==> src/rtl/matmul_controller_if.sv <==
// Control/status bundle between the matmul sequencer and its environment
// (control register, datapath strobes, scratchpad write port).
interface matmul_controller_if #(
  parameter int DATA_WIDTH = 32,
  parameter int BUS_WIDTH  = 64
);
  localparam int MAX_DIM = BUS_WIDTH / DATA_WIDTH;
  localparam int DIM_W   = ($clog2(MAX_DIM) > 1) ? $clog2(MAX_DIM) : 1;

  logic             start_bit_i;
  logic             mode_bit_i;
  logic [DIM_W-1:0] N_i;
  logic [DIM_W-1:0] K_i;
  logic [DIM_W-1:0] M_i;
  logic [1:0]       write_target_i;
  logic             sp_ready_i;

  logic             operand_valid_o;
  logic [DIM_W-1:0] operand_addr_o;
  logic             pe_clear_o;
  logic             sp_write_enable_o;
  logic [DIM_W-1:0] sp_row_o;
  logic [1:0]       sp_target_o;
  logic             busy_o;
  logic             done_o;
  logic             clear_start_o;
  logic [2:0]       state_o;

  // Scratchpad write: a row transfers on a rising edge where
  // sp_write_enable_o and sp_ready_i are both 1; while sp_ready_i is 0 the
  // controller keeps sp_write_enable_o and sp_row_o unchanged.
  modport master (
    input  start_bit_i, mode_bit_i, N_i, K_i, M_i, write_target_i, sp_ready_i,
    output operand_valid_o, operand_addr_o, pe_clear_o, sp_write_enable_o,
           sp_row_o, sp_target_o, busy_o, done_o, clear_start_o, state_o
  );

  modport slave (
    output start_bit_i, mode_bit_i, N_i, K_i, M_i, write_target_i, sp_ready_i,
    input  operand_valid_o, operand_addr_o, pe_clear_o, sp_write_enable_o,
           sp_row_o, sp_target_o, busy_o, done_o, clear_start_o, state_o
  );
endinterface

==> src/rtl/matmul_controller.sv <==
// Sequencer for a systolic matmul: feeds K+1 operand slices, waits out the
// array skew, writes N+1 result rows to the scratchpad, then pulses done.
module matmul_controller #(
  parameter int DATA_WIDTH = 32,
  parameter int BUS_WIDTH  = 64
) (
  input logic              clk_i,
  input logic              rst_i,
  matmul_controller_if.master bus
);
  localparam int MAX_DIM = BUS_WIDTH / DATA_WIDTH;
  localparam int DIM_W   = ($clog2(MAX_DIM) > 1) ? $clog2(MAX_DIM) : 1;

  localparam logic [2:0] S_IDLE  = 3'd0;
  localparam logic [2:0] S_FEED  = 3'd1;
  localparam logic [2:0] S_DRAIN = 3'd2;
  localparam logic [2:0] S_WB    = 3'd3;
  localparam logic [2:0] S_DONE  = 3'd4;

  localparam logic [DIM_W-1:0] ONE_D = 1;
  localparam logic [DIM_W:0]   ONE_C = 1;

  logic [2:0]       state;
  logic [DIM_W-1:0] lat_n;
  logic [DIM_W-1:0] lat_k;
  logic [DIM_W-1:0] lat_m;
  logic [DIM_W:0]   drain_cnt;
  logic             relaunch_hold;

  logic             operand_valid;
  logic [DIM_W-1:0] operand_addr;
  logic             pe_clear;
  logic             sp_we;
  logic [DIM_W-1:0] sp_row;
  logic [1:0]       sp_target;
  logic             busy;
  logic             done;
  logic             clear_start;

  always_ff @(posedge clk_i or posedge rst_i) begin
    if (rst_i) begin
      state         <= S_IDLE;
      lat_n         <= '0;
      lat_k         <= '0;
      lat_m         <= '0;
      drain_cnt     <= '0;
      relaunch_hold <= 1'b0;
      operand_valid <= 1'b0;
      operand_addr  <= '0;
      pe_clear      <= 1'b0;
      sp_we         <= 1'b0;
      sp_row        <= '0;
      sp_target     <= 2'd0;
      busy          <= 1'b0;
      done          <= 1'b0;
      clear_start   <= 1'b0;
    end else begin
      case (state)
        S_IDLE: begin
          // The start bit is still high in the first idle cycle after DONE
          // (the clear pulse lands in the register only then), so skip it.
          if (relaunch_hold) begin
            relaunch_hold <= 1'b0;
          end else if (bus.start_bit_i) begin
            lat_n         <= bus.N_i;
            lat_k         <= bus.K_i;
            lat_m         <= bus.M_i;
            sp_target     <= bus.write_target_i;
            operand_valid <= 1'b1;
            operand_addr  <= '0;
            pe_clear      <= ~bus.mode_bit_i;
            busy          <= 1'b1;
            state         <= S_FEED;
          end
        end
        S_FEED: begin
          pe_clear <= 1'b0;
          if (operand_addr == lat_k) begin
            operand_valid <= 1'b0;
            operand_addr  <= '0;
            // Down-counter loaded with N+M gives N+M+1 drain cycles.
            drain_cnt     <= {1'b0, lat_n} + {1'b0, lat_m};
            state         <= S_DRAIN;
          end else begin
            operand_addr <= operand_addr + ONE_D;
          end
        end
        S_DRAIN: begin
          if (drain_cnt == '0) begin
            sp_we  <= 1'b1;
            sp_row <= '0;
            state  <= S_WB;
          end else begin
            drain_cnt <= drain_cnt - ONE_C;
          end
        end
        S_WB: begin
          if (bus.sp_ready_i) begin
            if (sp_row == lat_n) begin
              sp_we       <= 1'b0;
              sp_row      <= '0;
              done        <= 1'b1;
              clear_start <= 1'b1;
              state       <= S_DONE;
            end else begin
              sp_row <= sp_row + ONE_D;
            end
          end
        end
        S_DONE: begin
          done          <= 1'b0;
          clear_start   <= 1'b0;
          busy          <= 1'b0;
          relaunch_hold <= 1'b1;
          state         <= S_IDLE;
        end
        default: begin
          operand_valid <= 1'b0;
          pe_clear      <= 1'b0;
          sp_we         <= 1'b0;
          busy          <= 1'b0;
          done          <= 1'b0;
          clear_start   <= 1'b0;
          state         <= S_IDLE;
        end
      endcase
    end
  end

  assign bus.operand_valid_o   = operand_valid;
  assign bus.operand_addr_o    = operand_addr;
  assign bus.pe_clear_o        = pe_clear;
  assign bus.sp_write_enable_o = sp_we;
  assign bus.sp_row_o          = sp_row;
  assign bus.sp_target_o       = sp_target;
  assign bus.busy_o            = busy;
  assign bus.done_o            = done;
  assign bus.clear_start_o     = clear_start;
  assign bus.state_o           = state;
endmodule
==> src/flat_wrapper.sv <==
// flat-port wrapper written by rule: the top's interface ports become plain ports
module matmul_controller_flat 
#(
  parameter int DATA_WIDTH = 32,
  parameter int BUS_WIDTH  = 64
)
  (clk_i, rst_i, bus_start_bit_i, bus_mode_bit_i, bus_N_i, bus_K_i, bus_M_i, bus_write_target_i, bus_sp_ready_i, bus_operand_valid_o, bus_operand_addr_o, bus_pe_clear_o, bus_sp_write_enable_o, bus_sp_row_o, bus_sp_target_o, bus_busy_o, bus_done_o, bus_clear_start_o, bus_state_o);
  matmul_controller_if #(.DATA_WIDTH(DATA_WIDTH), .BUS_WIDTH(BUS_WIDTH)) bus_i ();
  input logic clk_i;
  input logic rst_i;
  input wire logic [$bits(bus_i.start_bit_i)-1:0] bus_start_bit_i;
  input wire logic [$bits(bus_i.mode_bit_i)-1:0] bus_mode_bit_i;
  input wire logic [$bits(bus_i.N_i)-1:0] bus_N_i;
  input wire logic [$bits(bus_i.K_i)-1:0] bus_K_i;
  input wire logic [$bits(bus_i.M_i)-1:0] bus_M_i;
  input wire logic [$bits(bus_i.write_target_i)-1:0] bus_write_target_i;
  input wire logic [$bits(bus_i.sp_ready_i)-1:0] bus_sp_ready_i;
  output wire logic [$bits(bus_i.operand_valid_o)-1:0] bus_operand_valid_o;
  output wire logic [$bits(bus_i.operand_addr_o)-1:0] bus_operand_addr_o;
  output wire logic [$bits(bus_i.pe_clear_o)-1:0] bus_pe_clear_o;
  output wire logic [$bits(bus_i.sp_write_enable_o)-1:0] bus_sp_write_enable_o;
  output wire logic [$bits(bus_i.sp_row_o)-1:0] bus_sp_row_o;
  output wire logic [$bits(bus_i.sp_target_o)-1:0] bus_sp_target_o;
  output wire logic [$bits(bus_i.busy_o)-1:0] bus_busy_o;
  output wire logic [$bits(bus_i.done_o)-1:0] bus_done_o;
  output wire logic [$bits(bus_i.clear_start_o)-1:0] bus_clear_start_o;
  output wire logic [$bits(bus_i.state_o)-1:0] bus_state_o;
  assign bus_i.start_bit_i = bus_start_bit_i;
  assign bus_i.mode_bit_i = bus_mode_bit_i;
  assign bus_i.N_i = bus_N_i;
  assign bus_i.K_i = bus_K_i;
  assign bus_i.M_i = bus_M_i;
  assign bus_i.write_target_i = bus_write_target_i;
  assign bus_i.sp_ready_i = bus_sp_ready_i;
  assign bus_operand_valid_o = bus_i.operand_valid_o;
  assign bus_operand_addr_o = bus_i.operand_addr_o;
  assign bus_pe_clear_o = bus_i.pe_clear_o;
  assign bus_sp_write_enable_o = bus_i.sp_write_enable_o;
  assign bus_sp_row_o = bus_i.sp_row_o;
  assign bus_sp_target_o = bus_i.sp_target_o;
  assign bus_busy_o = bus_i.busy_o;
  assign bus_done_o = bus_i.done_o;
  assign bus_clear_start_o = bus_i.clear_start_o;
  assign bus_state_o = bus_i.state_o;
  matmul_controller #(.DATA_WIDTH(DATA_WIDTH), .BUS_WIDTH(BUS_WIDTH)) u_core (.clk_i(clk_i), .rst_i(rst_i), .bus(bus_i));
endmodule
==> config.mk <==
export PLATFORM = sky130hd
export DESIGN_NAME = matmul_controller_flat
export DESIGN_NICKNAME = d
export VERILOG_FILES = /design/src/rtl/matmul_controller_if.sv /design/src/rtl/matmul_controller.sv /design/src/flat_wrapper.sv
export SDC_FILE = /design/constraint.sdc
export NUM_CORES = 1
export LEC_CHECK = 0
export ABC_AREA = 1
export CAP_MARGIN = 30
export CORE_MARGIN = 2
export CORE_UTILIZATION = 45
export DETAILED_ROUTE_END_ITERATION = 10
export PLACE_DENSITY = 0.81
export SLEW_MARGIN = 20
export SYNTH_ARGS = -nofsm -noshare
export SYNTH_HDL_FRONTEND = slang
export SYNTH_SLANG_ARGS = --single-unit
==> constraint.sdc <==
create_clock -name clk_i -period 3.4 [get_ports clk_i]
set_input_delay 0.68 -clock clk_i [delete_from_list [all_inputs] [get_ports clk_i]]
set_output_delay 0.68 -clock clk_i [all_outputs]
set_load 0.01 [all_outputs]
# Word level (Yosys, flattened, before mapping)
# Index checks and enable logic that the tools add are counted.
[totals]
ff_bits = 18
mem_bits_ro = 0
input_bits = 10
n_memories = 0
out_inout_bits = 13
ram_bits = 0
latch_bits = 0
wordCells = 91
[op_classes]
mul = 0
eq_ne = 13
div = 0
n_reduce_logical = 20
magnitude_cmp = 0
mux = 34
addsub = 4
shift = 0
n_bitwise = 6
[op_table]
columns = ["cell", "n"]
rows = [
  ["$reduce_and A3 Y1", 7],
  ["$mux W3", 6],
  ["$mux W1", 16],
  ["$pmux W1 S2", 6],
  ["$pmux W3 S4", 1],
  ["$reduce_or A3 Y1", 4],
  ["$ne A2 B2 Y1 const B", 4],
  ["$reduce_and A4 Y1", 2],
  ["$reduce_bool A2 Y1", 4],
  ["$eq A3 B2 Y1 const B", 2],
  ["$ne A2 B1 Y1 const B", 3],
  ["$not A1 Y1", 6],
  ["$pmux W1 S3", 2],
  ["$reduce_and A6 Y1", 1],
  ["$mux W2", 2],
  ["$pmux W2 S2", 1],
  ["$eq A3 B1 Y1 const B", 1],
  ["$eq A3 B3 Y1 const B", 1],
  ["$logic_not A3 Y1", 1],
  ["$add A1 B1 Y1 const B", 2],
  ["$add A1 B1 Y2", 1],
  ["$eq A1 B1 Y1", 2],
  ["$logic_not A2 Y1", 1],
  ["$sub A2 B1 Y2 const B", 1],
]

# Longest topological paths before layout
[logic_depth]
ltp_word = 4
ltp_mapped = 9
ltp_nobuf = 9

# Least setup slack after synthesis
# Ideal clock, no wire load.
[synth_timing]
path_type = "in2reg"
start = "in bus_start_bit_i"
end = "reg u_core.state[0], in the netlist u_core.bus.state_o[0]"
slack_ns = 1.964
stages = 7
setup_time_ns = 0.117
path_buffers = 0
arrival_ns = 1.319
required_time_ns = 3.283
path_cell_list = "inv_1 > nor2_2 > nor2_2 > nor2_2 > nand2_1 > nand2_1 > nand2_1"
[synth_via]
elab_chain_cells = 2
[synth_rtl]
columns = ["element", "line_no", "text"]
rows = [
  ["start, declared", "flat_wrapper.sv:11", "input wire logic [$bits(bus_i.start_bit_i)-1:0] bus_start_bit_i;"],
  ["$ne A2 B2 Y1 (no line)", "-", ""],
  ["$reduce_and A6 Y1 (no line)", "-", ""],
  ["end signal, assigned", "matmul_controller.sv:42", "state <= S_IDLE;"],
  ["end signal, assigned", "matmul_controller.sv:73", "state <= S_FEED;"],
  ["end signal, assigned", "matmul_controller.sv:83", "state <= S_DRAIN;"],
  ["end, declared", "matmul_controller.sv:23", "logic [2:0] state;"],
]
# Every way passes these cells.
# A chain may end at the register's enable or synchronous reset.

# Worst setup path in the final report
[layout_timing]
start = "reg u_core.state[2], in the netlist u_core.bus.state_o[2]"
end = "out bus_state_o[2]"
[layout_lines]
columns = ["element", "line_no", "text"]
rows = [
  ["end, declared", "flat_wrapper.sv:27", "output wire logic [$bits(bus_i.state_o)-1:0] bus_state_o;"],
]
# No word-level cell between the ends.

==> summary.md <==
| Metric | Value |
|---|---|
| Status | complete, no violations |
| WL/cell | 10.3 um |
| Yosys reg bits | 18 |
| CTS Buffer Depth | 2 |
| Req. time, crit path | 2.72 ns |
| Most frequent cell after synthesis | nand2_1 |
| Delay-heaviest family, CP | buffers and inverters |
| Crit share post-route | 0.612 |
| DRT antenna net count | 0 |
| Final setup viols | 0 |
| Vias per cell | 4.84 |
| Final hold violations | 0 |
| Dominant synthesized flop cell | dfrtp_1 |
| Clock Power Share | 0.093 |
| Pint | 0.609 mW |
| Clock skew | 0.00410 ns |
| CP arrival | 1.40 ns |
| Sw Ratio | 0.435 |
| Worst Path Max Fanout | 8 |
| Cells along the critical path | clkdlybuf4s50_1 |
| Critical path class | flop to primary output |
| Input/output buffers | 22 |
| First-pass GRT wire length | 3190 um |
| Setup bufs post-CTS | 0 |
| Routed via count | 827 |
| Die area | 2450 um2 |
| Sink Count | 18 |
| Resize count post-CTS | 0 |
| Peak supply drop | 426 uV |
| Die Width | 49.5 um |
| Register area share after synthesis | 0.485 |
| CTS buffer count | 3 |
| Synthesized cell area | 930 um2 |
| Cells after Synth | 120 |
| Worst skew pair latency | 0.28 ns |
| Io pins | 23 |
| Slowest CP cell | clkdlybuf4s50_1 |
| Net count, final | 160 |
| Detailed Place HPWL | 1420 um |
| Initial Util | 0.474 |
| Overall Global Routing Usage | 0.168 |
| Clock transition time at the flip-flop clock pins of the worst setup and hold paths | 0.10 ns |
| Initial antenna violation count | 0 |
| WHS | 0.483 ns |
| Post-CTS Hold Buffers | 0 |
| Relative slew slack | 0.555 |
| Detailed-route wire length | 1770 um |
| Root buffer cell | clkbuf_4 |
| Maximum number of pins on one net before global-route repair | 19 |
| Top cells by count, synth | nand2_1, dfrtp_1, inv_1, nand3_1 |
| Share of async-settable or async-resettable flops after synthesis | 1.00 |
| Row count | 16 |
| LEAKAGE | 0.621 nW |
| Net Sw Power | 0.470 mW |
| Final Wtd Congestion | 0.846 |
| WP buf/inv | 1 |
| Max Slew Vio Count | 0 |
| Area Growth Syn to Fin | 28.9% |
| CP Capture Type | primary output |
| CTS tree | built |
| Area contributors post-synth | dfrtp_1, nand2_1, nand3_1, inv_1, ha_1 |
| Ant diodes | 0 |
| Core region area | 1960 um2 |
| Combinational Power Share | 0.557 |
| Grt total ovfl | 0 |
| Yosys Warn Count | 0 |
| H-tree level count | 1 |
| First-pass DRT Iterations | 4 |
| Top-area cell type share of the netlist area | 0.485 |
| Net Count, Synth | 134 |
| Post-synth EDFFs | 0 |
| Slowest Stage Delay on Critical Path | 0.60 ns |
| Area leader, netlist | dfrtp_1 |
| Crit start category | flop |
| RSZ-0062 raised after global routing | false |
| Total of max-cap violations | 0 |
| Seq pwr share | 0.351 |
| Layout Utilization | 0.611 |
| Power Density | 900 nW/um2 |
| Hold WC Path Type | flop to flop |
| Setup tns final | 0 ns |
| Die Height | 49.5 um |
| Share of cells above drive strength 1 | 0.0833 |
| Vias in the first global route | 779 |
| Post-route minimum period | 2.08 ns |
| Drt initial violations | 17 |
| # DRC | 0 |
| Worst slew pin tran | 0.667 ns |
| Syn avg cell area | 7.75 um2 |
| Post-synthesis cell type count | 14 |
| Fmax | 0.480 GHz |
per-layer routing:
| layer | track usage | share of wire |
|---|---|---|
| met1 | 0.222 | 0.46 |
| met2 | 0.273 | 0.51 |
| met3 | 0.0303 | 0.019 |
| met4 | 0.0694 | 0.011 |
| met5 | 0 | 0 |
flip-flops by register name, indices dropped and copies added (netlist names):
| signal | flops |
|---|---|
| u_core.lat_n | 1 |
| u_core.drain_cnt | 2 |
| u_core.bus.sp_row_o | 1 |
| u_core.bus.busy_o | 1 |
| u_core.bus.sp_write_enable_o | 1 |
| u_core.bus.pe_clear_o | 1 |
| u_core.bus.sp_target_o | 2 |
| u_core.relaunch_hold | 1 |
| u_core.lat_k | 1 |
| u_core.bus.done_o | 1 |
| u_core.bus.operand_valid_o | 1 |
| u_core.bus.state_o | 3 |
| u_core.lat_m | 1 |
| u_core.bus.operand_addr_o | 1 |
path summary, 6_finish.rpt:
check                                          start  slack, ns                           end  cells after the start
setup / recovery               u_core.bus.state_o[2]       1.32                bus_state_o[2]                      1
hold / removal             u_core.bus.sp_target_o[0]       0.48     u_core.bus.sp_target_o[0]                      2
setup reg to reg               u_core.bus.state_o[2]       2.02     u_core.bus.sp_target_o[1]                      6
hold reg to reg            u_core.bus.sp_target_o[0]       0.48     u_core.bus.sp_target_o[0]                      2
max in group asynchronous                      rst_i       2.19    u_core.bus.operand_valid_o                      2
min in group asynchronous                      rst_i       0.79  u_core.bus.sp_write_enable_o                      2
power by group through the flow:
stage,clock network (mW),registers (mW),logic (mW)
4_1_cts,0.103,0.380,0.606
6_report,0.0999,0.378,0.601
3_5_place_dp,0,0.385,0.603
2_1_floorplan,0,0.398,0.374
5_1_grt,0.116,0.391,0.695
3_3_place_gp,0,0.379,0.584
cells by family after synthesis:
group | synth area share
buffers and inverters | 0.0727
adders and majority gates | 0.0538
and+or+nand+nor | 0.330
AOI/OAI and AO/OA | 0.0592
DFF | 0.485
metrics by stage:
step	power (mW)	worst slack, ns	instance area (um2)	std cells
after detailed placement	0.988	1.39	1180	168
final	1.08	1.32	1200	171
after floorplan	0.772	1.96	930	120
after CTS	1.09	1.30	1200	171
after global placement	0.963	1.43	1180	168
after global routing	1.20	1.24	1200	171
cell type report:
cell class / instances / area [um2]
fillers: 186 / 763
repair buffers: 22 / 220
clock buffers: 3 / 22.5
inverters: 16 / 60.1
flip-flops and latches: 18 / 450
well taps: 27 / 33.8
multi-input cells: 85 / 412
layout by cell type, fill, tap and decap left out:
master / instances
nand2_2: 2
clkbuf_4: 3
ha_1: 4
o21ai_1: 4
or2_1: 1
nor3_1: 1
inv_1: 16
nand3_1: 14
dfrtp_1: 18
nor2_1: 7
nor2_2: 7
a21oi_1: 3
clkdlybuf4s50_1: 22
nand2_1: 38
o21ai_0: 4
Note: power is estimated with default switching activity, not from simulation.
